## config.mk

```make
export PLATFORM = sky130hd
export DESIGN_NAME = module_dequant_1x8
export DESIGN_NICKNAME = d
export VERILOG_FILES = /design/src/rtl/quant_pkg.sv /design/src/rtl/module_dequant_lane.sv /design/src/rtl/module_dequant_1x8.sv
export SDC_FILE = /design/constraint.sdc
export NUM_CORES = 2
export LEC_CHECK = 0
export BUFFER_PORTS_ARGS = -buffer_cell sky130_fd_sc_hd__buf_2
export CAP_MARGIN = 40
export CELL_PAD_IN_SITES_DETAIL_PLACEMENT = 1
export CELL_PAD_IN_SITES_GLOBAL_PLACEMENT = 1
export CORE_ASPECT_RATIO = 1.1
export CORE_MARGIN = 8
export CORE_UTILIZATION = 23
export DETAILED_ROUTE_END_ITERATION = 12
export PLACE_DENSITY = 0.44
export SYNTH_ARGS = -nofsm -noshare
export SYNTH_HDL_FRONTEND = slang
export SYNTH_HIERARCHICAL = 1
export SYNTH_SLANG_ARGS = --single-unit
```

## constraint.sdc

```tcl
create_clock -name clk -period 6.1 [get_ports clk]
set_clock_uncertainty 0.1 [all_clocks]
set_input_delay 0.305 -clock clk [delete_from_list [all_inputs] [get_ports clk]]
set_output_delay 0.305 -clock clk [all_outputs]
set_load 0.05 [all_outputs]
```

## src/rtl/quant_pkg.sv

```systemverilog
// Constants and the saturation helper shared by the 1x8 dequantizer and requantizer.
package quant_pkg;

  localparam int ACT_W   = 8;
  localparam int ACC_W   = 18;
  localparam int SCALE_W = 16;
  localparam int SHIFT_W = 4;
  localparam int PROD_W  = 25;

  localparam int ACC_MAX = 131071;
  localparam int ACC_MIN = -131072;

  // Clamp a full-width product-domain value into the signed accumulator range.
  function automatic logic signed [ACC_W-1:0] satAcc(input logic signed [PROD_W-1:0] v);
    if (int'(v) > ACC_MAX) return ACC_W'(ACC_MAX);
    if (int'(v) < ACC_MIN) return ACC_W'(ACC_MIN);
    return ACC_W'(v);
  endfunction

endpackage

```

## src/rtl/module_dequant_lane.sv

```systemverilog
// One dequantizer lane: subtract zero point, multiply by scale, shift and saturate.
// Rounding before the shift is enabled by defining DEQUANT_ROUND_EN.
module module_dequant_lane
  import quant_pkg::*;
(
  input  logic                      clk,
  input  logic                      rst,
  input  logic                      i_adv,
  input  logic [ACT_W-1:0]          i_quant,
  input  logic [ACT_W-1:0]          i_zero_point,
  input  logic signed [SCALE_W-1:0] i_scale,
  input  logic [SHIFT_W-1:0]        i_shift,
  output logic signed [ACC_W-1:0]   o_dequant
);

  logic signed [ACT_W:0]    r_d;
  logic signed [SCALE_W-1:0] r_scale1;
  logic [SHIFT_W-1:0]       r_shift1;
  logic signed [PROD_W-1:0] r_p;
  logic [SHIFT_W-1:0]       r_shift2;
  logic signed [ACC_W-1:0]  r_acc;

  logic signed [ACT_W:0]    w_diff;
  logic signed [PROD_W-1:0] w_prod;
  logic signed [PROD_W-1:0] w_bias;
  logic signed [PROD_W-1:0] w_sum;
  logic signed [PROD_W-1:0] w_shifted;

  assign w_diff = $signed({1'b0, i_quant} - {1'b0, i_zero_point});
  assign w_prod = PROD_W'(r_d) * PROD_W'(r_scale1);

`ifdef DEQUANT_ROUND_EN
  // Half-LSB bias makes the following arithmetic shift round half toward +inf.
  always_comb begin
    w_bias = '0;
    if (r_shift2 != '0) w_bias = PROD_W'(1) <<< (r_shift2 - 1'b1);
  end
`else
  assign w_bias = '0;
`endif

  assign w_sum     = r_p + w_bias;
  assign w_shifted = w_sum >>> r_shift2;

  always_ff @(posedge clk or posedge rst) begin
    if (rst) begin
      r_d      <= '0;
      r_scale1 <= '0;
      r_shift1 <= '0;
      r_p      <= '0;
      r_shift2 <= '0;
      r_acc    <= '0;
    end else if (i_adv) begin
      r_d      <= w_diff;
      r_scale1 <= i_scale;
      r_shift1 <= i_shift;
      r_p      <= w_prod;
      r_shift2 <= r_shift1;
      r_acc    <= satAcc(w_shifted);
    end
  end

  assign o_dequant = r_acc;

endmodule

```

## src/rtl/module_dequant_1x8.sv

```systemverilog
// Eight-lane 3-stage dequantizer with valid/ready on both sides; lanes move in lockstep.
// Optional round-half-up before the shift when DEQUANT_ROUND_EN is defined.
module module_dequant_1x8
  import quant_pkg::*;
#(
  parameter int LANES   = 8,
  parameter int ACC_W   = 18,
  parameter int SHIFT_W = 4
) (
  input  logic                     clk,
  input  logic                     rst,
  input  logic                     in_valid,
  output logic                     in_ready,
  input  logic [LANES*8-1:0]       quant_in,
  input  logic [15:0]              scale,
  input  logic [SHIFT_W-1:0]       shift,
  input  logic [7:0]               zero_point,
  output logic                     out_valid,
  input  logic                     out_ready,
  output logic [LANES*ACC_W-1:0]   dequant_out
);

  logic r_v1;
  logic r_v2;
  logic r_v3;
  logic w_adv;

  // The whole pipe moves together; it only stalls when the last stage is full and blocked.
  assign w_adv     = !r_v3 || out_ready;
  assign in_ready  = w_adv;
  assign out_valid = r_v3;

  always_ff @(posedge clk or posedge rst) begin
    if (rst) begin
      r_v1 <= 1'b0;
      r_v2 <= 1'b0;
      r_v3 <= 1'b0;
    end else if (w_adv) begin
      r_v1 <= in_valid;
      r_v2 <= r_v1;
      r_v3 <= r_v2;
    end
  end

  for (genvar g = 0; g < LANES; g++) begin : g_lane
    module_dequant_lane u_lane (
      .clk          (clk),
      .rst          (rst),
      .i_adv        (w_adv),
      .i_quant      (quant_in[8*g +: 8]),
      .i_zero_point (zero_point),
      .i_scale      (scale),
      .i_shift      (shift),
      .o_dequant    (dequant_out[ACC_W*g +: ACC_W])
    );
  end

endmodule

```

# After elaboration in Yosys (flattened, before gate mapping)
# Index checks and enable logic that the tools add are counted.
dict set report totals {
  reg_bits 443
  input_bits 96
  elab_cells 144
}
dict set report op_classes {
  n_addsub 8
  mul 8
  n_lt_le_gt_ge 16
  n_shift 8
  n_mux 72
  n_reduce_logical 2
}
# operator n
set ops {}
lappend ops {{two-way mux 18 bit} 32}
lappend ops {{greater-than comparator 25 x 18 -> 1 bit, second input constant} 8}
lappend ops {{less-than comparator 25 x 18 -> 1 bit, second input constant} 8}
lappend ops {{multiplier 9 x 16 -> 25 bit} 8}
lappend ops {{>>> shifter 25 x 4 -> 25 bit} 8}
lappend ops {{subtractor 8 x 8 -> 9 bit} 8}
lappend ops {{two-way mux 1 bit} 40}
lappend ops {{zero test 1 bit} 1}
lappend ops {{logical OR 1 bit} 1}

# Longest topological paths before layout
dict set report logic_depth {
  ltp_word 8
  mapped_depth 20
  ltp_nobuf 19
}

# Cells and area by module
# The synthesis kept the hierarchy.
# module instances cells_per_inst area_each_um2 seq_area_each_um2
set modules_own_cells {}
lappend modules_own_cells {{module_dequant_lane (g_lane[1].u_lane ...)} 2 960 9357.7 1901.8}
lappend modules_own_cells {{module_dequant_lane (g_lane[0].u_lane)} 1 972 9429.0 1901.8}
lappend modules_own_cells {{module_dequant_lane (g_lane[4].u_lane)} 1 937 9426.5 1901.8}
lappend modules_own_cells {{module_dequant_lane (g_lane[3].u_lane)} 1 960 9359.0 1901.8}
lappend modules_own_cells {{module_dequant_lane (g_lane[7].u_lane)} 1 936 9268.9 1901.8}
lappend modules_own_cells {{module_dequant_lane (g_lane[6].u_lane)} 1 956 9240.1 1901.8}
lappend modules_own_cells {{module_dequant_lane (g_lane[5].u_lane)} 1 912 9220.1 1901.8}
lappend modules_own_cells {module_dequant_1x8 1 8 130.1 75.1}

# Worst setup path before layout
# Ideal clock, no wire load.
dict set report synth_path {
  path_type {reg-to-reg}
  startpoint {register g_lane[5].u_lane.r_d[0]}
  endpoint {register g_lane[5].u_lane.r_p[24]}
  setup_time_ns 0.134
  arrival_time_ns 5.106
  t_required_ns 5.866
  slack_ns 0.761
  path_stages_with_launch 20
  path_buffers 2
  period_less_slack_ns 5.339
  path_cell_list {dfrtp_1 -> clkbuf_1 -> clkbuf_1 -> nand2_1 -> fa_1 -> inv_1 -> fa_1 -> inv_1 -> fa_1 -> inv_1 -> fa_1 -> fa_1 -> ha_1 -> nand2_1 -> o31ai_2 -> a211oi_1 -> o21a_1 -> o41ai_1 -> xnor2_1 -> mux2i_1}
}
dict set report synth_between {
  elab_chain_cells 1
}
# element line_no
set synth_rtl {}
lappend synth_rtl {{start: declaration} module_dequant_lane.sv:16} ;# logic signed [ACT_W:0] r_d;
lappend synth_rtl {{start signal: assignment} module_dequant_lane.sv:54} ;# r_d <= w_diff;
lappend synth_rtl {{multiplier 9 x 16 -> 25 bit} module_dequant_lane.sv:30} ;# assign w_prod = PROD_W'(r_d) * PROD_W'(r_scale1);
lappend synth_rtl {{end signal: assignment} module_dequant_lane.sv:57} ;# r_p <= w_prod;
lappend synth_rtl {{end: declaration} module_dequant_lane.sv:19} ;# logic signed [PROD_W-1:0] r_p;
# No other way between the ends.
# A chain may end at the register's enable or synchronous reset.

# Worst setup path in the final report
dict set report layout_path {
  startpoint {register g_lane[1].u_lane.r_d[2]}
  endpoint {register g_lane[1].u_lane.r_p[17]}
}
dict set report layout_between {
  elab_chain_cells 1
}
# element line_no
set layout_rtl {}
lappend layout_rtl {{start: declaration} module_dequant_lane.sv:16}
lappend layout_rtl {{start signal: assignment} module_dequant_lane.sv:54}
lappend layout_rtl {{multiplier 9 x 16 -> 25 bit} module_dequant_lane.sv:30}
lappend layout_rtl {{end signal: assignment} module_dequant_lane.sv:57}
lappend layout_rtl {{end: declaration} module_dequant_lane.sv:19}
# No other way between the ends.

==> flow_summary_export.csv <==
group,metric,value,unit
drt,drc,0,
clock_tree,htreeDepth,3,
synthesis,synth_ff_type,"dfrtp_1",
clock_tree,cts_sinks,611,
min_path,worstHoldStart,"quant_in[60]",
synthesis,synth.avg_cell_area,9.839,µm²
layout,nets,9222,
layout,drive_gt1_frac,0.1363,
floorplan,start_util,0.2311,
critical_path,cp.arrival,6.35,ns
min_path,holdPathStages,6,
critical_path,reg2regPathDepth,17,
sta,slew_headroom,0.4310,
min_path,min_to,"g_lane[7].u_lane/r_d[5]",
clock_tree,clockRootBuffer,"clkbuf_16",
floorplan,core_area,323600,µm²
synthesis,async_reset_ff_frac,1.000,
synthesis,synthCells,7601,
global_routing,grtUsageTotal,0.1418,
clock_tree,worst_skew_pair.late_latency,0.83,ns
sta,tightest_slew,0.8536,ns
global_routing,antenna_found_initial,36,
placement,dp_hpwl,187300,µm
synthesis,syn_nets,9137,
clock_tree,cts.clk_slew.worst_paths,0.07,ns
synthesis,synth_seq_cells,611,
placement,port_buffers,241,
critical_path,cp_max_fo,17,
drt,routed_wl,242800,µm
sta,rsz0062_at_grt,"no",
layout,final_area,84710,µm²
sta,setup_viol,0,
clock_tree,cts_tree,"built",
critical_path,cpPeakStageDelay,0.79,ns
min_path,hold_class,"in -> reg",
drt,drt_iter0_markers,2257,
sta,finalCritPeriodShare,0.9412,
floorplan,die-height,614.1,µm
global_routing,grt_max_degree,138,
floorplan,die_x,559.7,µm
placement,place_ws,0.3038,ns
layout,syn2layout_area_growth,13.26,%
clock_tree,post_cts_buffers,0,
layout,finalNonFillerCells,12100,
clock_tree,clockBufferDepth,4,
job,maxCapViolations,0,
sta,fin_crit,5.741,ns
critical_path,cp_cell_sequence,"nand2_1 -> fa_1 -> inv_1 -> fa_1 -> ha_1 -> inv_1 -> fa_1 -> inv_1 -> ha_1 -> ha_1 -> fa_1 -> a21o_1 -> a311oi_1 -> or4_1 -> a21boi_1 -> or3_1 -> a31o_1",
sta,maxSlewViolCount,0,
drt,vias,54800,
synthesis,ys_seq_area_frac,0.2044,
sta,layout_setup_ws,0.3587,ns
global_routing,grt_pass1_vias,62410,
synthesis,syn_area,74790,µm²
sta,fin_tns_setup,0,ns
critical_path,ff2ff_setup_slack,0.36,ns
drt,ant_nets,0,
floorplan,rows,219,
sta,finalHoldViolations,0,
critical_path,end_kind,"register",
critical_path,cp_slowest_cell,"dfrtp_1",
critical_path,crit_top_cell,"fa_1",
critical_path,reg2reg_to,"g_lane[1].u_lane/r_p[17]",
global_routing,grt_pass1_wl,384600,µm
clock_tree,cts_inserted_buffers,95,
critical_path,start_kind,"register",
placement,dpl-instance-area,80470,µm²
critical_path,worstPathRequired,6.71,ns
floorplan,pin_count,242,
drt,wl_per_cell,20.06,µm
global_routing,overflow,0,
synthesis,synth_edf_count,0,
drt,routed_via_density,4.528,
placement,globalplace.congestion,0.7826,
critical_path,path_class,"reg -> reg",
sta,clock.fmax,0.1742,GHz
synthesis,synth.distinct_cells,109,
placement,dp_cells,11810,
synthesis,yosysWarnings,6,
critical_path,r2r_start,"g_lane[1].u_lane/r_d[2]",
drt,first_pass_iters,5,
outcome,status,"complete, no violations",
floorplan,die-area,343700,µm²
## synthesized netlist by cell type (all sizes together) (51+ instances only)
cell	number	area (µm²)
buf	125	897.1
nand2	859	3237
fa	960	19220
o31ai	53	454.2
o211ai	58	450.4
a211oi	146	1206
o21ai	206	1035
nand3	55	275.3
a21oi	196	999.7
inv	1066	4001
dfrtp	611	15290
mux4	111	2530
clkbuf	339	1272
ha	480	6006
a21o	66	495.5
xnor2	115	1022
nand2b	51	326.6
nor2b	65	406.6
o22a	130	1139
and2	484	3028
nor2	343	1303
mux2i	171	1728
nor3	70	360.3
mux2	371	4193
## critical path: cells and delay by family, from the launching register on
family / cells / cell delay (ns)
compound gates: 4 / 1.00
fa+ha+maj: 7 / 2.79
buf+inv: 3 / 0.15
flops: 1 / 0.79
simple gates: 3 / 0.79
## how the worst max path moves through the flow
stage / start / endpoint / slack (ns) / cells past startpoint
after floorplan: g_lane[5].u_lane/r_d[0] / g_lane[5].u_lane/r_p[24] / 0.76 / 19
after global placement: g_lane[1].u_lane/r_d[2] / g_lane[1].u_lane/r_p[17] / 0.38 / 17
after detailed placement: g_lane[1].u_lane/r_d[2] / g_lane[1].u_lane/r_p[17] / 0.30 / 17
after CTS: g_lane[2].u_lane/r_d[2] / g_lane[2].u_lane/r_p[17] / 0.29 / 17
after global routing: g_lane[6].u_lane/r_d[0] / g_lane[6].u_lane/r_p[21] / 0.007 / 18
final: g_lane[1].u_lane/r_d[2] / g_lane[1].u_lane/r_p[17] / 0.36 / 17
## cell usage in the layout, fill, tap and decap left out, types with 49 or more instances in the layout
master	instances
nor2b_1	65
mux2i_1	169
dfrtp_1	609
dlygate4sd3_1	88
buf_2	241
clkbuf_16	96
o21ai_0	182
o22a_1	130
a21oi_1	191
a211oi_1	124
o21a_1	49
buf_4	100
o211ai_1	55
and2_1	484
nand2_1	856
inv_1	1053
a21o_1	66
xnor2_1	113
nor3_1	68
nand3_1	55
nand2b_1	50
mux4_2	103
nor2_1	341
mux2_2	339
fa_1	960
ha_1	480
## state kept, by name (all words and copies together) (netlist names)
| register | cells |
|---|---|
| out_valid | 1 |
| r_v2 | 1 |
| g_lane.u_lane/o_dequant | 144 |
| g_lane.u_lane/r_shift1 | 32 |
| r_v1 | 1 |
| g_lane.u_lane/r_p | 200 |
| g_lane.u_lane/r_shift2 | 32 |
| g_lane.u_lane/r_scale1 | 128 |
| g_lane.u_lane/r_d | 72 |
## routing by layer
layer,routed length (µm),GRT usage,share of wire,vias to the layer above
met4,7051,0.04086,0.029,12
met1,110000,0.1846,0.45,28530
li1,-,-,-,25350
met3,6720,0.01431,0.028,264
met5,84,0,0.00035,-
met2,118900,0.2497,0.49,639
## logic make-up after synthesis
logic type	count (synthesis)	synth area share
AND/OR/NAND/NOR	2036	0.1305
buffers and inverters	1533	0.08266
adder cells (fa/ha/maj)	1440	0.3373
AO/OA/AOI/OAI	1170	0.1132
multiplexers	653	0.1130
flip-flops	611	0.2044
XOR/XNOR	158	0.01889
## through the flow
stage	utilization	hold WS, ns
3_3_place_gp	0.2473	0.3490
5_1_grt	0.2617	0.04045
2_1_floorplan	-	-0.04136
3_5_place_dp	0.2487	0.2948
4_1_cts	0.2615	0.001066
6_report	0.2618	0.06234
## repair_timing
item / in CTS / in global routing
endpoints found under the hold margin: 297 / 0
endpoints found under the setup margin: 0 / 1
hold buffers: 88 / 0
gates resized for setup: 0 / 2
## cell type report
class / instances / area [µm²]
Clock buffer: 127 / 2659
Clock inverter: 41 / 605.6
Sequential cell: 611 / 15290
Antenna cell: 36 / 90.09
Timing Repair Buffer: 452 / 3327
Inverter: 1069 / 4028
Multi-Input combinational cell: 5457 / 53320
Tap cell: 4309 / 5391
Fill cell: 36780 / 238900
Power is not shown: default switching activity piles up to over one toggle a cycle in this logic, so the estimate is an artifact.
